==> src/rtl/reg_sched_pkg.sv <==
// Shared widths, constants and the write-back entry type for the register write-back scheduler.
package reg_sched_pkg;

  localparam int unsigned DATA_W   = 32;
  localparam int unsigned ADDR_W   = 5;
  localparam int unsigned ZERO_REG = 0;

  typedef struct packed {
    logic [ADDR_W-1:0] addr;
    logic [DATA_W-1:0] data;
  } wb_entry_t;

endpackage

==> src/rtl/md_result_fifo.sv <==
// Small synchronous FIFO holding mul/div results until the register file write port is free.
module md_result_fifo #(
  parameter int unsigned WIDTH = 37,
  parameter int unsigned DEPTH = 2
) (
  input  logic                         clk,
  input  logic                         rst_n,
  input  logic                         push,
  input  logic [WIDTH-1:0]             wdata,
  input  logic                         pop,
  output logic [WIDTH-1:0]             rdata,
  output logic                         full,
  output logic                         empty,
  output logic [$clog2(DEPTH+1)-1:0]   count
);

  localparam int unsigned PTR_W = (DEPTH > 1) ? $clog2(DEPTH) : 1;
  localparam int unsigned CNT_W = $clog2(DEPTH + 1);

  logic [WIDTH-1:0] mem [DEPTH];
  logic [PTR_W-1:0] wr_ptr;
  logic [PTR_W-1:0] rd_ptr;
  logic [CNT_W-1:0] count_q;
  logic             do_push;
  logic             do_pop;

  assign full    = (count_q == CNT_W'(DEPTH));
  assign empty   = (count_q == '0);
  assign count   = count_q;
  assign rdata   = mem[rd_ptr];
  assign do_push = push & ~full;
  assign do_pop  = pop & ~empty;

  // Storage; reset discards any queued results.
  always_ff @(posedge clk or negedge rst_n) begin
    if (!rst_n) begin
      for (int i = 0; i < int'(DEPTH); i++) mem[i] <= '0;
    end else if (do_push) begin
      mem[wr_ptr] <= wdata;
    end
  end

  // Pointers wrap naturally because DEPTH is a power of two.
  always_ff @(posedge clk or negedge rst_n) begin
    if (!rst_n) begin
      wr_ptr  <= '0;
      rd_ptr  <= '0;
      count_q <= '0;
    end else begin
      if (do_push) wr_ptr <= wr_ptr + PTR_W'(1);
      if (do_pop)  rd_ptr <= rd_ptr + PTR_W'(1);
      case ({do_push, do_pop})
        2'b10:   count_q <= count_q + CNT_W'(1);
        2'b01:   count_q <= count_q - CNT_W'(1);
        default: count_q <= count_q;
      endcase
    end
  end

endmodule

==> src/rtl/reg_wb_sched.sv <==
// Shares the register file write port between the WB stage (always wins) and queued mul/div
// results, and tracks registers with an outstanding mul/div result to stall dependent reads.
module reg_wb_sched #(
  parameter int unsigned DATA_W    = 32,
  parameter int unsigned ADDR_W    = 5,
  parameter int unsigned BUF_DEPTH = 2
) (
  input  logic              clk,
  input  logic              rst_n,
  input  logic              pipe_wr,
  input  logic [ADDR_W-1:0] pipe_addr,
  input  logic [DATA_W-1:0] pipe_data,
  input  logic              md_issue,
  input  logic [ADDR_W-1:0] md_issue_addr,
  output logic              issue_stall,
  input  logic              md_valid,
  input  logic [ADDR_W-1:0] md_addr,
  input  logic [DATA_W-1:0] md_data,
  output logic              md_ready,
  input  logic [ADDR_W-1:0] r1_addr,
  input  logic [ADDR_W-1:0] r2_addr,
  output logic              rd_stall,
  output logic              rf_wr,
  output logic [ADDR_W-1:0] rf_wr_addr,
  output logic [DATA_W-1:0] rf_wr_data
);

  import reg_sched_pkg::*;

  localparam int unsigned NREG  = 1 << ADDR_W;
  localparam int unsigned ENT_W = ADDR_W + DATA_W;
  localparam int unsigned CNT_W = $clog2(BUF_DEPTH + 1);
  localparam logic [ADDR_W-1:0] REG0 = ADDR_W'(ZERO_REG);

  logic [NREG-1:0]   pending_q;
  logic [NREG-1:0]   pending_d;
  logic [ENT_W-1:0]  head;
  logic [ADDR_W-1:0] head_addr;
  logic [DATA_W-1:0] head_data;
  logic              fifo_full;
  logic              fifo_empty;
  logic [CNT_W-1:0]  fifo_count;
  logic              push;
  logic              pop;
  logic              issue_set;

  assign head_addr = head[ENT_W-1:DATA_W];
  assign head_data = head[DATA_W-1:0];

  // Readiness comes from the registered count only, so md_valid never feeds md_ready.
  assign md_ready  = (fifo_count < CNT_W'(BUF_DEPTH));
  assign push      = md_valid & md_ready & ~fifo_full;
  assign pop       = ~pipe_wr & ~fifo_empty;

  assign issue_stall = pending_q[md_issue_addr];
  assign issue_set   = md_issue & ~issue_stall & (md_issue_addr != REG0);
  assign rd_stall    = ((r1_addr != REG0) & pending_q[r1_addr]) |
                       ((r2_addr != REG0) & pending_q[r2_addr]);

  md_result_fifo #(
    .WIDTH (ENT_W),
    .DEPTH (BUF_DEPTH)
  ) u_fifo (
    .clk   (clk),
    .rst_n (rst_n),
    .push  (push),
    .wdata ({md_addr, md_data}),
    .pop   (pop),
    .rdata (head),
    .full  (fifo_full),
    .empty (fifo_empty),
    .count (fifo_count)
  );

  // Write port mux: pipeline first, then FIFO head; commits to register 0 are suppressed.
  always_comb begin
    rf_wr      = 1'b0;
    rf_wr_addr = '0;
    rf_wr_data = '0;
    if (pipe_wr) begin
      rf_wr      = (pipe_addr != REG0);
      rf_wr_addr = pipe_addr;
      rf_wr_data = pipe_data;
    end else if (!fifo_empty) begin
      rf_wr      = (head_addr != REG0);
      rf_wr_addr = head_addr;
      rf_wr_data = head_data;
    end
  end

  // Scoreboard next state: the head commit clears first, then a new issue may set.
  always_comb begin
    pending_d = pending_q;
    if (pop)       pending_d[head_addr]     = 1'b0;
    if (issue_set) pending_d[md_issue_addr] = 1'b1;
  end

  // Scoreboard register.
  always_ff @(posedge clk or negedge rst_n) begin
    if (!rst_n) pending_q <= '0;
    else        pending_q <= pending_d;
  end

endmodule

==> config.mk <==
export PLATFORM = sky130hd
export DESIGN_NAME = reg_wb_sched
export DESIGN_NICKNAME = d
export VERILOG_FILES = /design/src/rtl/reg_sched_pkg.sv /design/src/rtl/md_result_fifo.sv /design/src/rtl/reg_wb_sched.sv
export SDC_FILE = /design/constraint.sdc
export NUM_CORES = 1
export LEC_CHECK = 0
export BUFFER_PORTS_ARGS = -buffer_cell sky130_fd_sc_hd__buf_2
export CORE_MARGIN = 1
export CORE_UTILIZATION = 49
export CTS_BUF_LIST = sky130_fd_sc_hd__clkbuf_4
export DETAILED_ROUTE_END_ITERATION = 12
export MAX_ROUTING_LAYER = met4
export PLACE_DENSITY_LB_ADDON = 0.05
export SLEW_MARGIN = 10
export SYNTH_ARGS = -nofsm -noshare
export SYNTH_HDL_FRONTEND = slang
export SYNTH_HIERARCHICAL = 1
export SYNTH_SLANG_ARGS = --single-unit
==> constraint.sdc <==
create_clock -name clk -period 2.67 [get_ports clk]
set_input_delay 0 -clock clk [delete_from_list [all_inputs] [get_ports clk]]
set_output_delay 0 -clock clk [all_outputs]
set_load 0.005 [all_outputs]
# Word level (Yosys, flattened, before mapping)
# Cells that the tools add are included.
dict set report word_totals {
  ff_bits 110
  output_inout_bits 41
  elab_cells 77
}
dict set report op_classes {
  n_addsub 4
  order_cmp 10
  n_eq_ne 3
  n_mux 25
  bitwise_logic 19
  n_reduce_logical 10
}
# op count
set ops {}
lappend ops {{2-to-1 mux 37 bit} 4}
lappend ops {{2-to-1 mux 32 bit} 4}
lappend ops {{bitwise mux 74 bit} 1}
lappend ops {{demux 37 bit (select 1 bit)} 1}
lappend ops {{bitwise AND 32 bit} 1}
lappend ops {{inverter 32 bit} 1}
lappend ops {{OR 32 bit} 1}
lappend ops {{nonzero test 5 bit} 5}
lappend ops {{< comparator 5 x 6 -> 1 bit (second input constant)} 4}
lappend ops {{binary-select mux 1 bit (select 5 bit)} 3}
lappend ops {{demux 1 bit (select 5 bit)} 2}
lappend ops {{greater-or-equal comparator 5 x 1 -> 1 bit (second input constant)} 2}
lappend ops {{2-to-1 mux 5 bit} 2}
lappend ops {{bitwise AND 1 bit} 9}
lappend ops {{2-to-1 mux 1 bit} 7}
lappend ops {{== test 2 bit (second input constant)} 2}
lappend ops {{greater-or-equal comparator 2 bit (second input constant)} 2}
lappend ops {{inverter 1 bit} 4}
lappend ops {{inverter 1 -> 2 bit} 2}
lappend ops {{one-hot mux 2 bit (2 select lines)} 1}
lappend ops {{logical AND 1 bit} 3}
lappend ops {{adder 1 bit (second input constant)} 2}
lappend ops {{adder 2 x 1 -> 2 bit (second input constant)} 1}
lappend ops {{== test 2 x 1 -> 1 bit (second input constant)} 1}
lappend ops {{6 further kinds} 6}

# Depth between registers and ports, before layout
# Gate-level depths: netlist (run 1).
dict set report depth {
  word_depth 13
  ltp_mapped 9
}

# Modules after synthesis
# The synthesis (run 1) kept the hierarchy.
# mod instances cells_each area_per_inst_um2
set modules_own_cells {}
lappend modules_own_cells {md_result_fifo 1 215 3597.2}
lappend modules_own_cells {reg_wb_sched 1 274 2685.1}

# Least setup slack after synthesis (run 1)
# Ideal clock, no wire load.
dict set report synth_path {
  kind {register to register}
  from {register u_fifo.count_q[1] (netlist: u_fifo/count[1])}
  to {register u_fifo.count_q[1] (netlist: u_fifo/count[1])}
  setup_ps 79
  arrival_ps 1989
  required_ps 2591
  setup_slack_ps 602
  stages_incl_launch_ff 9
  path_buffers 2
  period_less_slack_ps 2068
  cell_sequence {dfrtp_1 nor2_1 nor2_1 clkbuf_1 clkbuf_1 nor2b_1 ha_1 nor2_1 xor2_1}
}
dict set report synth_between {
  elab_chain_cells 6
  word_cells_on_any_way 16
  classes_between {2 x add/sub; 1 x order compare; 3 x eq/ne; 1 x mux; 7 x bitwise; 2 x reduce/logical}
}
# element line_no
set synth_rtl {}
lappend synth_rtl {{start: declaration} md_result_fifo.sv:23} ;# logic [CNT_W-1:0] count_q;
lappend synth_rtl {{start signal: assignment} md_result_fifo.sv:53} ;# 2'b10: count_q <= count_q + CNT_W'(1);
lappend synth_rtl {{start signal: assignment} md_result_fifo.sv:54} ;# 2'b01: count_q <= count_q - CNT_W'(1);
lappend synth_rtl {{start signal: assignment} md_result_fifo.sv:55} ;# default: count_q <= count_q;
lappend synth_rtl {{logical NOT 2 bit (*)} md_result_fifo.sv:28} ;# assign empty = (count_q == '0);
lappend synth_rtl {{net fifo_empty} reg_wb_sched.sv:41} ;# logic fifo_empty;
lappend synth_rtl {{inverter 1 bit (*)} reg_wb_sched.sv:53} ;# assign pop = ~pipe_wr & ~fifo_empty;
lappend synth_rtl {{bitwise AND 1 bit (*)} reg_wb_sched.sv:53}
lappend synth_rtl {{net pop} reg_wb_sched.sv:44} ;# logic pop;
lappend synth_rtl {{bitwise AND 1 bit (*)} md_result_fifo.sv:32} ;# assign do_pop = pop & ~empty;
lappend synth_rtl {{net u_fifo.do_pop} md_result_fifo.sv:25} ;# logic do_pop;
lappend synth_rtl {{== test 2 x 1 -> 1 bit or == test 2 bit (tied branches)} md_result_fifo.sv:52} ;# case ({do_push, do_pop})
lappend synth_rtl {{one-hot mux 2 bit (2 select lines) or nonzero test 2 bit (tied branches)} --}
# The timed path passes the listed nets; every way through them passes the cells marked *.
# A chain may end at the register's enable or synchronous reset.

# Worst setup path in the final report (run 1)
dict set report layout_path {
  from {register pending_q[8]}
  to {output issue_stall}
}
dict set report layout_between {
  elab_chain_cells 2
}
# element line_no
set layout_rtl {}
lappend layout_rtl {{start: declaration} reg_wb_sched.sv:35} ;# logic [NREG-1:0] pending_q;
lappend layout_rtl {{start signal: assignment} reg_wb_sched.sv:101} ;# else pending_q <= pending_d;
lappend layout_rtl {{binary-select mux 1 bit (select 5 bit)} reg_wb_sched.sv:55} ;# assign issue_stall = pending_q[md_issue_addr];
lappend layout_rtl {{2-to-1 mux 1 bit (implied by the code)} reg_wb_sched.sv:55}
lappend layout_rtl {{end: declaration} reg_wb_sched.sv:15} ;# output logic issue_stall,
# No other way between the ends. The select of a mux whose other input is x is not followed.

==> out/qor.log, run 1 <==
qor: final_layout.multiInputGateArea 3280 um2
qor: status.status complete, no violations
qor: yosys.number_of_synthesized_register_bits 110
qor: timing.fmaxAchievable 390 MHz
qor: clocking.path_clk_slew 0.17 ns
qor: global_route.grt_pass1_wl 24,600 um
qor: final_layout.areaGrowthSynthToFinish 21.1%
qor: pwr.cellLeakagePower 3.41 nW
qor: drt.vias 4,734
qor: clocking.h-tree-depth 3
qor: die.starting_density_of_the_core 51.2%
qor: yosys.prevailing_post_synth_register_cell sky130_fd_sc_hd__dfrtp_1
qor: pwr.power.ir.vdd_worst 495 uV
qor: final_layout.layout-drive-gt1-share 44.7%
qor: timing.skew 0.0179 ns
qor: timing.hold_violations 0
qor: timing.relative_slew_slack 54.5%
qor: drt.postRouteWirelength 15,300 um
qor: die.io_pins 135
qor: global_route.first_global_vias 4,864
qor: die.std_cell_rows 40
qor: worst_setup_path.crit_path_max_fanout 17
qor: drt.route.detailed.drc 0
qor: placement.globalplace.congestion 0.929
qor: drt.wl_per_cell 18.4 um
qor: global_route.largest_net_degree_at_the_start_of_global_routing 61
qor: run.drv_cap 0
qor: die.die-height 115 um
qor: yosys.seq_area_frac_synth 43.8%
qor: placement.detailedPlacementHpwl 10,400 um
qor: final_layout.final_common_cell sky130_fd_sc_hd__buf_2
qor: timing.drv_slew 0
qor: yosys.synth_area 6280 um2
qor: drt.detail_route.iter0.violations 220
qor: pwr.power_density 996 nW/um2
qor: drt.ant_nets 0
qor: global_route.initial_antenna_violation_count 0
qor: clocking.ctsLongestPathBuffers 2
qor: yosys.synth_enable_flop_cells 0
qor: yosys.share_of_async_settable_or_async_resettable_flops_after_synthesis 100%
qor: final_layout.filler_cell_count 1,004
qor: drt.via_per_inst 5.70
qor: global_route.grt_overall_usage 25.1%
qor: pwr.power 7.58 mW
qor: timing.report.final.setup_viol 0
qor: final_layout.antenna_cells 0
qor: yosys.synth-warning-count 6
qor: min_path.min_delay_path_class input port to async pin
qor: yosys.synth_cell_types 51
qor: clocking.tritoncts_clock_tree built
qor: final_layout.num-nets-final 752
qor: worst_setup_path.critical_path.startpoint_type flop
qor: placement.port-buffer-count 134
qor: worst_setup_path.end_kind primary output
qor: die.design.core.area 12,300 um2
qor: die.die_x 115 um
qor: final_layout.postLayoutCoreUtil 62.1%
qor: yosys.synth_nets 584
qor: timing.post-route-period-util 95.9%
qor: timing.period_minus_slack 2.56 ns
qor: global_route.grt_overflow_total 0
qor: timing.worst_hold_slack 0.0632 ns
qor: timing.worstMarginPinSlew 0.683 ns
qor: yosys.synth_cells 489
qor: clocking.cts.sink_count 110
qor: clocking.numCtsBuffers 9
qor: drt.dr.pass1.iters 5
qor: yosys.synth.avg_cell_area 12.8 um2
qor: clocking.clk_latency 0.49 ns
qor: clocking.clock-root-buffer sky130_fd_sc_hd__clkbuf_4
qor: final_layout.final_cell_mix 133 x sky130_fd_sc_hd__buf_2, 109 x sky130_fd_sc_hd__dfrtp_1, 73 x sky130_fd_sc_hd__mux2_2
qor: clocking.cts.repair_timing.setup_buffer_count 0
qor: worst_setup_path.worst-r2r-cell-count 5
qor: worst_setup_path.worstPathRequired 2.67 ns
qor: final_layout.sequential_cell_area 2750 um2
qor: worst_setup_path.path_class flop to primary output
qor: worst_setup_path.worst-endpoint-arrival 2.56 ns
qor: die.overall_die_area 13,300 um2
-- metrics by stage --
step	instances	worst slack, ns	cell area (um2)	setup TNS, ns
after floorplan	489	0.602	6280	0
after detailed placement	768	0.600	7010	0
after CTS	830	0.0430	7600	0
final	830	0.109	7610	0
after global placement	768	0.618	7010	0
after global routing	830	-0.0141	7610	-0.0141
-- cell families after synthesis --
family	count (synthesis)	synth area share [%]
XOR/XNOR	5	0.697
adder cells (fa/ha/maj)	1	0.199
multiplexers	139	30.3
AO/OA/AOI/OAI	117	12.9
flip-flops	110	43.8
buffers and inverters	39	4.36
AND/OR/NAND/NOR	78	7.73
-- metal layers --
metal	wire length (um)	track usage [%]	part of all wire, %
met5	0	-	0
met4	237	8.92	1.6
met3	741	4.74	4.9
met2	7300	39.2	48
met1	6990	32.8	46
-- cells in the mapped netlist, drive strengths merged, types with 3 or more instances --
library cell    n  area share, %
xnor2           3           0.42
a2111oi         5           0.70
inv             8           0.48
mux4           16            6.1
nand2          12           0.72
dfrtp         110             44
nand2b          8           0.92
nor2b          10            1.0
o31ai          17            2.0
nand3           5           0.40
clkbuf         15            1.2
mux2          113             23
or3b            6           0.84
mux2i          10            1.6
a22o           32            4.5
nand3b         10            1.3
o21ai          52            4.1
buf            16            2.7
or3             3           0.30
nor2           10           0.60
-- area by class of cell --
type / count / area share [%]
repair buffers: 188 / 15.9
flip-flops and latches: 110 / 36.2
clock inverters: 5 / 0.658
clock buffers: 11 / 1.09
well taps: 168 / 2.76
multi-input cells: 340 / 43.1
inverters: 8 / 0.395
-- flip-flops by register name, indices dropped and copies added, names as in the netlist --
signal and flops:
u_fifo/mem 74, pending_q 32, u_fifo/count 2, u_fifo/rd_ptr 1, u_fifo/wr_ptr 1
-- worst max-delay path, stage by stage (launching register included) --
cell and delay [ns]:
sky130_fd_sc_hd__dfrtp_1 0.44, sky130_fd_sc_hd__mux4_1 0.51, sky130_fd_sc_hd__nor2b_1 0.16, sky130_fd_sc_hd__a21oi_2 0.16
sky130_fd_sc_hd__o221ai_4 0.25, sky130_fd_sc_hd__or3_1 0.43, sky130_fd_sc_hd__buf_2 0.13
-- path summary, 6_finish.rpt --
check | startpoint | end | slack [ns]
hold reg to reg | u_fifo/mem[42] | u_fifo/mem[42] | 0.52
max in group asynchronous | rst_n | u_fifo/mem[8] | 1.83
hold / removal | rst_n | u_fifo/mem[65] | 0.06
min in group clk | md_issue_addr[1] | pending_q[6] | 0.10
setup / recovery | pending_q[8] | issue_stall | 0.11
setup reg to reg | u_fifo/rd_ptr | pending_q[10] | 0.22
-- power by group --
group / leakage [nW] / total, mW / internal, mW / switching [mW]
clock: 0.0804 / 0.832 / 0.302 / 0.531
combinational: 2.00 / 3.65 / 2.12 / 1.53
sequential: 1.33 / 3.10 / 2.50 / 0.607
-- what timing repair did --
item / CTS / global route
endpoints found under the setup margin: 0 / 1
hold buffers: 46 / 0
gates resized for setup: 0 / 1
endpoints found under the hold margin: 152 / 0
No activity file was read; power rests on OpenSTA's default activity.
==> run 2: changes to the inputs <==
Settings changed: HOLD_SLACK_MARGIN set to 0.15, SYNTH_HIERARCHICAL 1 to unset.
==> run 2 against run 1 <==
- cell count is 4.5% higher
- largest power group unchanged
- design area is 2.4% lower
- count of clock-buffer cells in the layout decreased by 2
- die area shrank 4.8%
- clock power down 13%
- synthesized area down 4.9%
- critical endpoint unchanged
- core utilization is 1.6 points higher
- sequential power barely moved
- register-to-register slack better by 0.39 ns
==> out/qor.log, run 2 <==
qor: drt.wl_met3 886 um
qor: global_route.grt_overall_usage 26.1%
qor: drt.postRouteWirelength 15,000 um
qor: clocking.numCtsBuffers 9
qor: worst_setup_path.crit-reg2reg-capture u_fifo.mem[48]
qor: yosys.post-synth-top-count-cell sky130_fd_sc_hd__dfrtp_1
qor: clocking.path_clk_slew 0.16 ns
qor: yosys.synth_top_area_cell sky130_fd_sc_hd__dfrtp_1
qor: yosys.synth.top_cells.by_count 110 x sky130_fd_sc_hd__dfrtp_1, 80 x sky130_fd_sc_hd__nand2_1, 74 x sky130_fd_sc_hd__mux2_2, 72 x sky130_fd_sc_hd__o21ai_0, 40 x sky130_fd_sc_hd__mux2i_1
qor: yosys.synth.avg_cell_area 10.9 um2
qor: placement.placed_area 6800 um2
qor: drt.met2RoutedLength 7630 um
qor: drt.wl_per_cell 17.4 um
qor: die.die_x 112 um
qor: yosys.seq_area_frac_synth 46.1%
qor: drt.highest_layer met4
qor: global_route.first_global_vias 4,873
qor: global_route.initial_antenna_violation_count 0
qor: final_layout.final_cell_mix 133 x sky130_fd_sc_hd__buf_2, 109 x sky130_fd_sc_hd__dfrtp_1, 80 x sky130_fd_sc_hd__nand2_1
qor: pwr.power 7.03 mW
qor: worst_setup_path.reg2reg_from u_fifo.count[1]
qor: die.starting_density_of_the_core 51.2%
qor: final_layout.top_register u_fifo.mem
qor: timing.setup_total_negative_slack 0 ns
qor: worst_setup_path.reg2reg_setup_slack 0.61 ns
qor: global_route.grt_overflow_total 0
qor: yosys.synth_nets 643
qor: final_layout.postLayoutCellArea 7420 um2
qor: pwr.power.ir.vdd_worst 593 uV
qor: clocking.cts.sink_count 110
qor: global_route.largest_net_degree_at_the_start_of_global_routing 54
qor: timing.report.final.setup_viol 0
qor: placement.globalplace.congestion 0.903
qor: worst_setup_path.end_kind primary output
qor: min_path.min_delay_path_class input port to flop
qor: worst_setup_path.critical_path.startpoint_type input port
qor: clocking.ctsResizeCount 0
qor: yosys.synth-warning-count 0
qor: worst_setup_path.worst-r2r-cell-count 5
qor: clocking.clk_latency 0.48 ns
qor: drt.via_per_inst 5.68
qor: final_layout.layout-drive-gt1-share 35.2%
qor: yosys.post-synth-top-area-fraction 46.1%
qor: yosys.synth_area 5970 um2
qor: drt.route.layer.met1.wl 6290 um
qor: drt.dr.pass1.iters 5
qor: timing.post-route-worst-setup-slack 0.138 ns
qor: final_layout.antenna_cells 0
qor: final_layout.num-nets-final 816
qor: final_layout.final_common_cell sky130_fd_sc_hd__buf_2
qor: pwr.cellLeakagePower 3.32 nW
qor: placement.detailedPlacementHpwl 10,300 um
qor: timing.relative_slew_slack 51.9%
qor: yosys.synth_cells 548
qor: drt.route.detailed.drc 0
qor: timing.rsz_0062_raised_after_global_routing no
qor: worst_setup_path.worst-endpoint-arrival 2.53 ns
qor: yosys.number_of_synthesized_register_bits 110
qor: placement.placement.setup.worst_slack 0.614 ns
qor: timing.post-route-period-util 94.8%
qor: die.design.core.area 11,700 um2
qor: placement.place_inst 801
qor: drt.vias 4,924
qor: yosys.share_of_async_settable_or_async_resettable_flops_after_synthesis 100%
qor: status.status complete, no violations
qor: final_layout.final-instance-count-excl-fill 867
qor: clocking.ctsLongestPathBuffers 2
qor: yosys.synth_cell_types 43
qor: yosys.largest_cells_by_area_after_synthesis sky130_fd_sc_hd__dfrtp_1 46%, sky130_fd_sc_hd__mux2_2 14%, sky130_fd_sc_hd__mux4_2 7.9%
qor: yosys.prevailing_post_synth_register_cell sky130_fd_sc_hd__dfrtp_1
qor: die.std_cell_rows 39
qor: die.io_pins 135
qor: drt.detail_route.iter0.violations 312
qor: final_layout.areaGrowthSynthToFinish 24.3%
qor: clocking.clock-root-buffer sky130_fd_sc_hd__clkbuf_4
qor: worst_setup_path.path_class input port to primary output
qor: yosys.synth_enable_flop_cells 0
qor: final_layout.postLayoutCoreUtil 63.7%
qor: die.overall_die_area 12,600 um2
qor: timing.fmaxAchievable 395 MHz
qor: worst_setup_path.crit_path_max_fanout 17
qor: timing.worstMarginPinSlew 0.716 ns
qor: timing.drv_slew 0
qor: clocking.cts.repair_timing.setup_buffer_count 0
qor: timing.hold_violations 0
qor: timing.skew 0.0157 ns
qor: timing.worst_hold_slack 0.221 ns
qor: final_layout.largest_reg_flops 74
qor: placement.port-buffer-count 134
qor: run.drv_cap 0
qor: worst_setup_path.termination_of_the_worst_setup_path issue_stall
qor: worst_setup_path.worstPathRequired 2.67 ns
qor: global_route.grt_pass1_wl 24,500 um
qor: die.die-height 112 um
qor: clocking.cts_hold_repair.buffers 52
qor: drt.ant_nets 0
qor: worst_setup_path.cp-startpoint md_issue_addr[0]
qor: clocking.h-tree-depth 3
qor: pwr.power_density 947 nW/um2
qor: clocking.tritoncts_clock_tree built
qor: timing.period_minus_slack 2.53 ns
==> run 2: layout make-up <==
| cell class | instances | area, um2 |
|---|---|---|
| inverter | 8 | 30.0 |
| sequential | 110 | 2750 |
| fill | 969 | 4240 |
| clock inverter | 5 | 36.3 |
| timing repair buffer | 194 | 1290 |
| clock buffer | 9 | 67.6 |
| multi-input combinational | 398 | 3070 |
| tap | 143 | 179 |
==> run 2: logic make-up after synthesis <==
kind of cell             Yosys count  synth area share [%]
AO/OA/AOI/OAI                    120                  11.0
XOR/XNOR                           5                 0.733
adder cells (fa/ha/maj)            1                 0.209
buffers and inverters             40                  2.83
flip-flops                       110                  46.1
multiplexers                     135                  28.6
AND/OR/NAND/NOR                  137                  10.6
==> run 2: worst min-delay path by stage <==
stage,cells after the start,from,slack [ns],to
after CTS,4,pipe_wr,0.18,u_fifo.rd_ptr
final,5,pipe_wr,0.22,u_fifo.count[0]
after floorplan,0,rst_n,-0.30,pending_q[0]
after detailed placement,1,rst_n,0.11,u_fifo.mem[42]
after global placement,1,rst_n,0.11,u_fifo.mem[5]
after global routing,5,pipe_wr,0.20,u_fifo.count[0]
==> run 2: report_power, final <==
part	total, mW	switching [mW]	internal (mW)
logic	3.18	1.45	1.72
registers	3.13	0.633	2.50
clock network	0.721	0.533	0.187
==> run 2: layer usage <==
metal	up-vias	global-route usage (%)
met2	187	44.7
li1	2336	-
met3	14	5.62
met1	2387	31.6
met4	0	6.40
met5	-	-
==> run 2: worst max-delay path, stage by stage <==
cell                            delay (ns)
sky130_fd_sc_hd__dlygate4sd3_1        0.52
sky130_fd_sc_hd__buf_2                0.38
sky130_fd_sc_hd__mux4_2               0.56
sky130_fd_sc_hd__a22oi_1              0.19
sky130_fd_sc_hd__and3_2               0.26
sky130_fd_sc_hd__o21ai_1              0.21
sky130_fd_sc_hd__buf_4                0.26
sky130_fd_sc_hd__buf_2                0.14
